**config.mk**
```make
export PLATFORM = sky130hd
export DESIGN_NAME = microwave_ctrl
export DESIGN_NICKNAME = d
export VERILOG_FILES = /design/src/rtl/mw_pkg.sv /design/src/rtl/mw_sec_tick.sv /design/src/rtl/microwave_ctrl.sv
export SDC_FILE = /design/constraint.sdc
export NUM_CORES = 1
export LEC_CHECK = 0
export BUFFER_PORTS_ARGS = -buffer_cell sky130_fd_sc_hd__buf_2
export CORE_MARGIN = 3
export CORE_UTILIZATION = 40
export CTS_CLUSTER_DIAMETER = 120
export CTS_CLUSTER_SIZE = 8
export DETAILED_ROUTE_END_ITERATION = 8
export GPL_ROUTABILITY_DRIVEN = 0
export PLACE_DENSITY = 0.6
export SYNTH_ARGS = -nofsm -noshare
export SYNTH_HDL_FRONTEND = slang
export SYNTH_HIERARCHICAL = 1
export SYNTH_SLANG_ARGS = --single-unit
```
**constraint.sdc**
```tcl
create_clock -name clock -period 11.8 [get_ports clock]
set_clock_uncertainty 0.1 [all_clocks]
set_input_delay 1.77 -clock clock [delete_from_list [all_inputs] [get_ports clock]]
set_output_delay 1.77 -clock clock [all_outputs]
set_load 0.02 [all_outputs]
```
**src/rtl/mw_pkg.sv**
```systemverilog
// Shared definitions for the microwave controller.
//   - mw_state_t : FSM state encoding (also driven out on the debug state port)
//   - MAX_MIN / MAX_SEC : upper bounds of a min:sec preset
//   - mw_clamp   : clamp raw switch values into a legal min:sec preset
//   - mw_sat_add : add seconds to a min:sec preset with carry, saturating at 99:59
package mw_pkg;

    typedef enum logic [2:0] {
        ST_IDLE   = 3'd0,
        ST_COOK   = 3'd1,
        ST_PAUSED = 3'd2,
        ST_FINISH = 3'd3
    } mw_state_t;

    localparam logic [6:0] MAX_MIN = 7'd99;
    localparam logic [6:0] MAX_SEC = 7'd59;

    typedef struct packed {
        logic [6:0] min;
        logic [6:0] sec;
    } mw_time_t;

    function automatic mw_time_t mw_clamp(input logic [6:0] min_in, input logic [6:0] sec_in);
        mw_time_t r;
        r.min = (min_in > MAX_MIN) ? MAX_MIN : min_in;
        r.sec = (sec_in > MAX_SEC) ? MAX_SEC : sec_in;
        return r;
    endfunction

    // Works in total seconds so any step size carries correctly into minutes.
    function automatic mw_time_t mw_sat_add(input mw_time_t t, input logic [6:0] add_sec);
        logic [13:0] total;
        logic [13:0] limit;
        mw_time_t    r;
        total = 14'(t.min) * 14'd60 + 14'(t.sec) + 14'(add_sec);
        limit = 14'(MAX_MIN) * 14'd60 + 14'(MAX_SEC);
        if (total > limit) begin
            r.min = MAX_MIN;
            r.sec = MAX_SEC;
        end else begin
            r.min = 7'(total / 14'd60);
            r.sec = 7'(total % 14'd60);
        end
        return r;
    endfunction

endpackage

```
**src/rtl/mw_sec_tick.sv**
```systemverilog
// Free-running one-second tick generator.
// Down-counter reloaded with TICK_COUNT-1; tick is high for the single cycle
// in which the counter sits at zero, giving one pulse every TICK_COUNT cycles.
// Ports:
//   clock  in   system clock
//   reset  in   asynchronous active-low reset
//   tick   out  1-cycle pulse once per TICK_COUNT cycles
module mw_sec_tick #(
    parameter int unsigned TICK_COUNT = 100_000_000
) (
    input  logic clock,
    input  logic reset,
    output logic tick
);

    localparam int unsigned CW = (TICK_COUNT > 1) ? $clog2(TICK_COUNT) : 1;
    localparam logic [CW-1:0] RELOAD = CW'(TICK_COUNT - 1);

    logic [CW-1:0] cnt_q;
    logic [CW-1:0] cnt_d;

    always_comb begin
        cnt_d = (cnt_q == '0) ? RELOAD : cnt_q - CW'(1);
    end

    always_ff @(posedge clock or negedge reset) begin
        if (!reset) begin
            cnt_q <= RELOAD;
        end else begin
            cnt_q <= cnt_d;
        end
    end

    assign tick = (cnt_q == '0);

endmodule

```
**src/rtl/microwave_ctrl.sv**
```systemverilog
// Microwave cook sequencer.
// Turns panel buttons, door sensor and power setting into one-cycle timer
// commands and a clamped min:sec preset, duty-cycles the magnetron over a
// ten-second window, drives the cavity lamp and runs the end-of-cook beeper.
//
// Build option: define MW_CHILD_LOCK_EN to add the child_lock input, which
// blocks start/add in IDLE and start in PAUSED while high.
//
// Ports:
//   clock, reset                      clock, async active-low reset
//   btn_start/stop/pause/add          raw button levels (rising edge = press)
//   door_open                         1 = door open
//   child_lock                        (MW_CHILD_LOCK_EN only) lock start/add
//   power_sel[3:0]                    power 1..10, 0 or >10 means 10
//   sw_min[6:0], sw_sec[6:0]          preset switches
//   timer_done                        countdown finished pulse from timer
//   tmr_start/stop/pause              one-cycle commands to the timer
//   tmr_min[6:0], tmr_sec[6:0]        registered, clamped preset
//   magnetron, lamp, beep             heater, cavity light, buzzer
//   state[2:0]                        current FSM state
//
// state   | meaning
// IDLE    | preset editable, waiting for a valid start
// COOK    | timer running, magnetron duty-cycled
// PAUSED  | timer held, window position held
// FINISH  | beeper on for BEEP_SEC ticks or until any panel activity
module microwave_ctrl
    import mw_pkg::*;
#(
    parameter int unsigned TICK_COUNT   = 100_000_000,
    parameter int unsigned BEEP_SEC     = 3,
    parameter int unsigned ADD_STEP_SEC = 30
) (
    input  logic       clock,
    input  logic       reset,
    input  logic       btn_start,
    input  logic       btn_stop,
    input  logic       btn_pause,
    input  logic       btn_add,
    input  logic       door_open,
`ifdef MW_CHILD_LOCK_EN
    input  logic       child_lock,
`endif
    input  logic [3:0] power_sel,
    input  logic [6:0] sw_min,
    input  logic [6:0] sw_sec,
    input  logic       timer_done,
    output logic       tmr_start,
    output logic       tmr_stop,
    output logic       tmr_pause,
    output logic [6:0] tmr_min,
    output logic [6:0] tmr_sec,
    output logic       magnetron,
    output logic       lamp,
    output logic       beep,
    output logic [2:0] state
);

    localparam int unsigned BW = (BEEP_SEC > 1) ? $clog2(BEEP_SEC) : 1;
    localparam logic [BW-1:0] BEEP_LAST = BW'(BEEP_SEC - 1);
    localparam logic [6:0] ADD_STEP = 7'(ADD_STEP_SEC);

    logic tick;

    mw_sec_tick #(
        .TICK_COUNT(TICK_COUNT)
    ) u_sec_tick (
        .clock(clock),
        .reset(reset),
        .tick (tick)
    );

    logic lock;
`ifdef MW_CHILD_LOCK_EN
    assign lock = child_lock;
`else
    assign lock = 1'b0;
`endif

    // Button edges are registered so every command comes from a clean pulse.
    logic [3:0] btn_now;
    logic [3:0] btn_prev_q;
    logic [3:0] btn_edge_q;
    logic       ev_start;
    logic       ev_stop;
    logic       ev_pause;
    logic       ev_add;

    assign btn_now  = {btn_add, btn_pause, btn_stop, btn_start};
    assign ev_start = btn_edge_q[0];
    assign ev_stop  = btn_edge_q[1];
    assign ev_pause = btn_edge_q[2];
    assign ev_add   = btn_edge_q[3];

    always_ff @(posedge clock or negedge reset) begin
        if (!reset) begin
            btn_prev_q <= '0;
            btn_edge_q <= '0;
        end else begin
            btn_prev_q <= btn_now;
            btn_edge_q <= btn_now & ~btn_prev_q;
        end
    end

    logic [3:0] eff_power;
    assign eff_power = (power_sel == 4'd0 || power_sel > 4'd10) ? 4'd10 : power_sel;

    mw_state_t     state_q, state_d;
    logic          add_mode_q, add_mode_d;
    mw_time_t      preset_q, preset_d;
    logic [3:0]    win_q, win_d;
    logic [BW-1:0] beep_cnt_q, beep_cnt_d;
    logic          tmr_start_q, tmr_start_d;
    logic          tmr_stop_q, tmr_stop_d;
    logic          tmr_pause_q, tmr_pause_d;
    logic          mag_q, mag_d;
    logic          lamp_q, lamp_d;
    logic          beep_q, beep_d;

    always_comb begin
        state_d     = state_q;
        add_mode_d  = add_mode_q;
        preset_d    = preset_q;
        win_d       = win_q;
        beep_cnt_d  = beep_cnt_q;
        tmr_start_d = 1'b0;
        tmr_stop_d  = 1'b0;
        tmr_pause_d = 1'b0;

        // The duty window keeps turning on a tick even if COOK is left this cycle.
        if (state_q == ST_COOK && tick) begin
            win_d = (win_q == 4'd9) ? 4'd0 : win_q + 4'd1;
        end

        case (state_q)
            ST_IDLE: begin
                if (!add_mode_q) begin
                    preset_d = mw_clamp(sw_min, sw_sec);
                end
                // An ignored start does not swallow a simultaneous add.
                if (ev_stop) begin
                    add_mode_d = 1'b0;
                end else if (ev_start && !lock && !door_open && preset_q != '0) begin
                    tmr_start_d = 1'b1;
                    win_d       = 4'd0;
                    state_d     = ST_COOK;
                end else if (ev_add && !lock) begin
                    preset_d   = add_mode_q ? mw_sat_add(preset_q, ADD_STEP)
                                            : mw_sat_add('0, ADD_STEP);
                    add_mode_d = 1'b1;
                end
            end
            ST_COOK: begin
                if (ev_stop) begin
                    tmr_stop_d = 1'b1;
                    add_mode_d = 1'b0;
                    state_d    = ST_IDLE;
                end else if (door_open) begin
                    tmr_pause_d = 1'b1;
                    state_d     = ST_PAUSED;
                end else if (timer_done) begin
                    beep_cnt_d = '0;
                    add_mode_d = 1'b0;
                    state_d    = ST_FINISH;
                end else if (ev_pause) begin
                    tmr_pause_d = 1'b1;
                    state_d     = ST_PAUSED;
                end
            end
            ST_PAUSED: begin
                if (ev_stop) begin
                    tmr_stop_d = 1'b1;
                    add_mode_d = 1'b0;
                    state_d    = ST_IDLE;
                end else if (((ev_start && !lock) || ev_pause) && !door_open) begin
                    tmr_start_d = 1'b1;
                    state_d     = ST_COOK;
                end
            end
            ST_FINISH: begin
                if (ev_start || ev_stop || ev_pause || ev_add || door_open) begin
                    state_d = ST_IDLE;
                end else if (tick) begin
                    if (beep_cnt_q == BEEP_LAST) begin
                        state_d = ST_IDLE;
                    end else begin
                        beep_cnt_d = beep_cnt_q + BW'(1);
                    end
                end
            end
            default: begin
                state_d = ST_IDLE;
            end
        endcase

        // Outputs follow the state being entered so they line up with it.
        mag_d  = (state_d == ST_COOK) && !door_open && (win_d < eff_power);
        lamp_d = door_open || (state_d == ST_COOK);
        beep_d = (state_d == ST_FINISH);
    end

    always_ff @(posedge clock or negedge reset) begin
        if (!reset) begin
            state_q     <= ST_IDLE;
            add_mode_q  <= 1'b0;
            preset_q    <= '0;
            win_q       <= '0;
            beep_cnt_q  <= '0;
            tmr_start_q <= 1'b0;
            tmr_stop_q  <= 1'b0;
            tmr_pause_q <= 1'b0;
            mag_q       <= 1'b0;
            lamp_q      <= 1'b0;
            beep_q      <= 1'b0;
        end else begin
            state_q     <= state_d;
            add_mode_q  <= add_mode_d;
            preset_q    <= preset_d;
            win_q       <= win_d;
            beep_cnt_q  <= beep_cnt_d;
            tmr_start_q <= tmr_start_d;
            tmr_stop_q  <= tmr_stop_d;
            tmr_pause_q <= tmr_pause_d;
            mag_q       <= mag_d;
            lamp_q      <= lamp_d;
            beep_q      <= beep_d;
        end
    end

    assign tmr_start = tmr_start_q;
    assign tmr_stop  = tmr_stop_q;
    assign tmr_pause = tmr_pause_q;
    assign tmr_min   = preset_q.min;
    assign tmr_sec   = preset_q.sec;
    assign magnetron = mag_q;
    assign lamp      = lamp_q;
    assign beep      = beep_q;
    assign state     = state_q;

endmodule

```
# Word level (Yosys, flattened, before mapping)

Cells that the tools add are included.

Register bits: 65
Input port bits: 26
Output and inout bits: 23
Logic and storage cells: 125

$add $sub $neg: 5
Multiply operators: 1
Divide/modulo/power cells: 2
Magnitude comparators: 5
Equal/unequal tests: 18
Muxes and demuxes: 54
Bitwise gates (word level): 2
Reductions and logical operators: 23

Operators with widths:

| kind                    | number |
|---|---|
| $mux W14                | 6 |
| $mux W3                 | 11 |
| $logic_not A27 Y1       | 1 |
| $mux W27                | 1 |
| $sub A27 B1 Y27 const B | 1 |
| $mux W4                 | 6 |
| $mux W1                 | 18 |
| $add A13 B7 Y14         | 1 |
| $add A14 B5 Y14 const B | 1 |
| $div A14 B6 Y14 const B | 1 |
| $gt A14 B13 Y1 const B  | 1 |
| $mod A14 B6 Y14 const B | 1 |
| $mux W7                 | 2 |
| $ne A2 B2 Y1 const B    | 7 |
| $reduce_bool A14 Y1     | 1 |
| $mux W2                 | 6 |
| $ne A3 B3 Y1 const B    | 4 |
| $pmux W3 S4             | 1 |
| $mul A7 B4 Y11 const B  | 1 |
| $eq A3 B2 Y1 const B    | 3 |
| $gt A7 B6 Y1 const B    | 1 |
| $gt A7 B7 Y1 const B    | 1 |
| $logic_or A1 B1 Y1      | 7 |
| $reduce_and A7 Y1       | 1 |
| 20 further kinds        | 26 |

# Longest topological paths before layout

Word-level depth: 9
Gate-level depth with buffers: 38
Depth with buffers taken out: 34

# By module

The synthesis kept the hierarchy.

Modules (own cells, without submodules):

| module         | times used | cells each | area each (um^2) | sequential area each (um^2) |
|---|---|---|---|---|
| microwave_ctrl | 1          | 775        | 5940.7           | 950.9 |
| mw_sec_tick    | 1          | 141        | 1410.1           | 699.4 |

# Worst setup path before layout

OpenSTA, ideal clock, no wires.

Path type: register to register
From: register preset_q (netlist bit tmr_min[3])
To: register preset_q (netlist bit tmr_sec[4])
Library setup time: 0.129 ns
Arrival time: 8.815 ns
Data required time: 11.571 ns
Path slack: 2.755 ns
Cell stages (with the launch flop): 36
Path buffers: 3
Period minus slack after synthesis: 9.045 ns
Path through: dfrtp_1 inv_1 fa_1 fa_1 inv_1 ha_1 xor2_1 ha_1 ha_1 o21a_1 o2111a_1 nor3_1 o21a_1 o21ai_1 a211o_1 or2_0 clkbuf_1 a31o_1 o211ai_1 mux2_2 nor4_2 o21ai_2 a21o_1 and4_4 buf_6 o31ai_4 or3_1 buf_4 a211oi_1 o2111a_1 or4b_1 mux2i_1 nand2_1 a311oi_1 xor2_1 a21oi_1

Word-level cells in the longest chain between the ends: 9
Elaborated cells on any way between the ends: 12
Classes of those cells: add/sub (2); mul (1); div (1); order compare (1); mux (5); reduce/logical (2)

RTL lines:

| element                                                  | line                       | RTL |
|---|---|---|
| from (decl)                                              | microwave_ctrl.sv:110      | `mw_time_t preset_q, preset_d;` |
| from (signal assigned)                                   | microwave_ctrl.sv:218      | `preset_q <= preset_d;` |
| $mul A7 B4 Y11                                           | mw_pkg.sv:35               | `total = 14'(t.min) * 14'd60 + 14'(t.sec) + 14'(add_sec);` |
| $add A13 B7 Y14                                          | mw_pkg.sv:35               |  |
| $add A14 B5 Y14                                          | mw_pkg.sv:35               |  |
| $mod A14 B6 Y14 / $gt A14 B13 Y1 (equally long branches) | mw_pkg.sv:42, mw_pkg.sv:37 |  |
| $mux W14                                                 | mw_pkg.sv:37               | `if (total > limit) begin` |
| $mux W14                                                 | microwave_ctrl.sv:148      | `preset_d = add_mode_q ? mw_sat_add(preset_q, ADD_STEP)` |
| $mux W14                                                 | microwave_ctrl.sv:147      | `end else if (ev_add && !lock) begin` |
| $mux W14 (*)                                             | microwave_ctrl.sv:143      | `end else if (ev_start && !lock && !door_open && preset_q != '0) begin` |
| $mux W14 (*)                                             | microwave_ctrl.sv:141      | `if (ev_stop) begin` |

Mark *: on every way between the ends. The rest lies on a longest branch, timed or not.
A chain may end at the register's enable or synchronous reset.

# Worst setup path in the final report

Ends and elaborated chain as after synthesis.

==> summary.md <==
| Metric | Value |
|---|---|
| Place WS | 1.45 ns |
| TritonCTS Buffers | 9 |
| Layout overhead on the synthesized area | 9.04% |
| Sink Count | 65 |
| WP data required | 11.89 ns |
| Sequential area share after synthesis | 22.5% |
| DIE AREA | 20000 um^2 |
| Worst-path clk slew | 0.05 ns |
| EDFF count, synth | 0 |
| DR WL/cell | 17.4 um |
| Yosys reg bits | 65 |
| Final #Nets | 1023 |
| First-pass GRT wire length | 33700 um |
| Synth top area share | 15.7% |
| Fmax | 94.6 MHz |
| Max-slew headroom | 42.0% |
| CP Capture Type | register |
| CP arrival | 10.66 ns |
| Maximum fanout along the worst path | 8 |
| Via count | 7259 |
| Syn Std Cell Area | 7350 um^2 |
| Clk Tree Root Cell | clkbuf_16 |
| Largest net degree at the start of global routing | 66 |
| Worst min path class | reg -> reg |
| R2R Setup Slk | 1.23 ns |
| Worst Max-Slew Pin Slew | 0.868 ns |
| DRC | 0 |
| PnR worst setup slack | 1.23 ns |
| Syn avg cell area | 8.02 um^2 |
| Setup CP Type | reg -> reg |
| Commonest cells in the netlist | nor2_1 (93), nand2_1 (68), a21oi_1 (47), o21ai_0 (47) |
| Post-DP Area | 7750 um^2 |
| Count leader, synth | nor2_1 |
| Synth area leaders | dfrtp_1 (16%), dfstp_2 (6.8%), ha_1 (6.3%) |
| I/O pins | 49 |
| Mapped Nets | 991 |
| Final Cell Area | 8020 um^2 |
| Die Wd | 142 um |
| IO buf count | 48 |
| Max-slew violation count | 0 |
| Post-synth top area cell | dfrtp_1 |
| Initial Util | 41.6% |
| Final min period | 10.57 ns |
| Slowest cell on crit path | nor4b_2 |
| Setup bufs post-CTS | 0 |
| Delay of the slowest critical-path stage | 0.75 ns |
| Routed WL | 20500 um |
| Final Hold Fails | 0 |
| Chip height | 142 um |
| # diodes | 0 |
| CTS Hold Buffers Added | 0 |
| PostCTS Resize Cnt | 0 |
| Run status | finished, final reports clean |
| CTS tree | built |
| Layout Utilization | 45.4% |
| Row Count | 48 |
| Vias in the first global route | 6599 |
| Synth cell types | 116 |
| TNS Setup | 0 ns |
| GRT Util Overall | 20.1% |
| Mapped Cells | 916 |
| Remaining global-route overflow | 0 |
| Most numerous cell on the critical path | ha_1 |
| Worst Setup Start Kind | register |
| Final cycle utilization of the critical path | 89.5% |
| Routed Antenna Nets | 0 |
| DP Wirelength | 15900 um |
| Clk Latency, worst-skew pair | 0.33 ns |
| Predominant post-synthesis flop cell | dfrtp_1 |
| Vias/cell | 6.16 |
| RSZ-0062 raised after global routing | no |
| Layout cells sized above 1 | 14.4% |
| Initial antenna violation count | 1 |
| Final setup violation count | 0 |
| CTS H-Tree Depth | 3 |
| Drt first pass iters | 5 |
| Core area | 17700 um^2 |
| FFs w/ async S/R, synth | 100% |
| Max_cap viols | 0 |
| Yosys warnings | 6 |
| DR iter-0 viols | 566 |
| Max Root-Sink Buffers | 2 |
[cell usage in the layout, fill, tap and decap left out, types with 9 or more instances in the layout]
cell and n:
nor2_1 93, nand2_1 68, buf_2 48, a21oi_1 47, o21ai_0 47, inv_1 46
dfrtp_1 46, nand3_1 40, ha_1 37, nor3_1 31, xnor2_1 28, o31ai_1 19
dfstp_2 19, o211ai_1 18, nor4_1 15, xor2_1 14, or3_1 14, a31oi_1 13
o22ai_1 13, nor2b_1 12, fa_1 12, nand4_1 11, a211oi_1 11, and3_1 11
nand2b_1 10, o21ai_1 10, and2_1 9, or4_1 9, clkbuf_16 9
[critical path: cells and delay by family (launching register included)]
kind / cells / cell delay [ns]
AO/OA/AOI/OAI: 16 / 4.21
AND/OR/NAND/NOR: 7 / 2.73
adder cells (fa/ha/maj): 5 / 1.95
flip-flops: 1 / 0.43
multiplexers: 1 / 0.40
XOR/XNOR: 2 / 0.35
buffers and inverters: 2 / 0.23
[per-stage QoR]
stage | cells | hold WS, ns
finish | 1178 | 0.291
global route | 1178 | 0.302
CTS | 1178 | 0.289
detailed placement | 1162 | 0.282
global placement | 1162 | 0.281
floorplan | 916 | 0.278
[cells by family after synthesis]
kind of cell,synth area share [%]
and+or+nand+nor,27.5
AOI/OAI and AO/OA,28.5
buffers and inverters,4.54
DFF,22.5
adders and majority gates,9.70
xor gates and xnor gates,5.82
muxes,1.36
other,0.0510
[per-layer routing]
| layer | vias to the layer above | part of all wire, % | global-route usage [%] |
|---|---|---|---|
| met1 | 3476 | 49 | 29.8 |
| li1 | 3548 | - | - |
| met5 | - | 0.068 | 0 |
| met2 | 197 | 44 | 30.7 |
| met4 | 2 | 1.5 | 4.04 |
| met3 | 36 | 5.0 | 3.30 |
[layout make-up]
class                      instances  area [um^2]
timing repair buffer              52          270
tap                              225          282
multi-input combinational        771         5370
fill                            1780         9640
inverter                          49          184
sequential                        65         1650
clock buffer                      15          258
clock inverter                     1         5.00
[worst paths after layout]
path                          startpoint              endpoint  cells past startpoint
min reg2reg                btn_prev_q[0]         btn_edge_q[0]                      1
max in group asynchronous          reset  u_sec_tick/cnt_q[25]                      2
max                           tmr_min[3]            tmr_sec[4]                     33
min in group asynchronous          reset             tmr_pause                      2
min                        btn_prev_q[0]         btn_edge_q[0]                      1
max reg2reg                   tmr_min[3]            tmr_sec[4]                     33
[registers in the layout (all words and copies together) (netlist names)]
name and cells:
tmr_sec 7, beep 1, btn_prev_q 4, magnetron 1
add_mode_q 1, tmr_start 1, u_sec_tick/cnt_q 27, tmr_stop 1
btn_edge_q 4, win_q 4, lamp 1, beep_cnt_q 2
tmr_min 7, tmr_pause 1, state 3
Power is left out: the tool's default activity adds up to more than one toggle a clock period on the data nets, which glitch-free logic cannot reach.
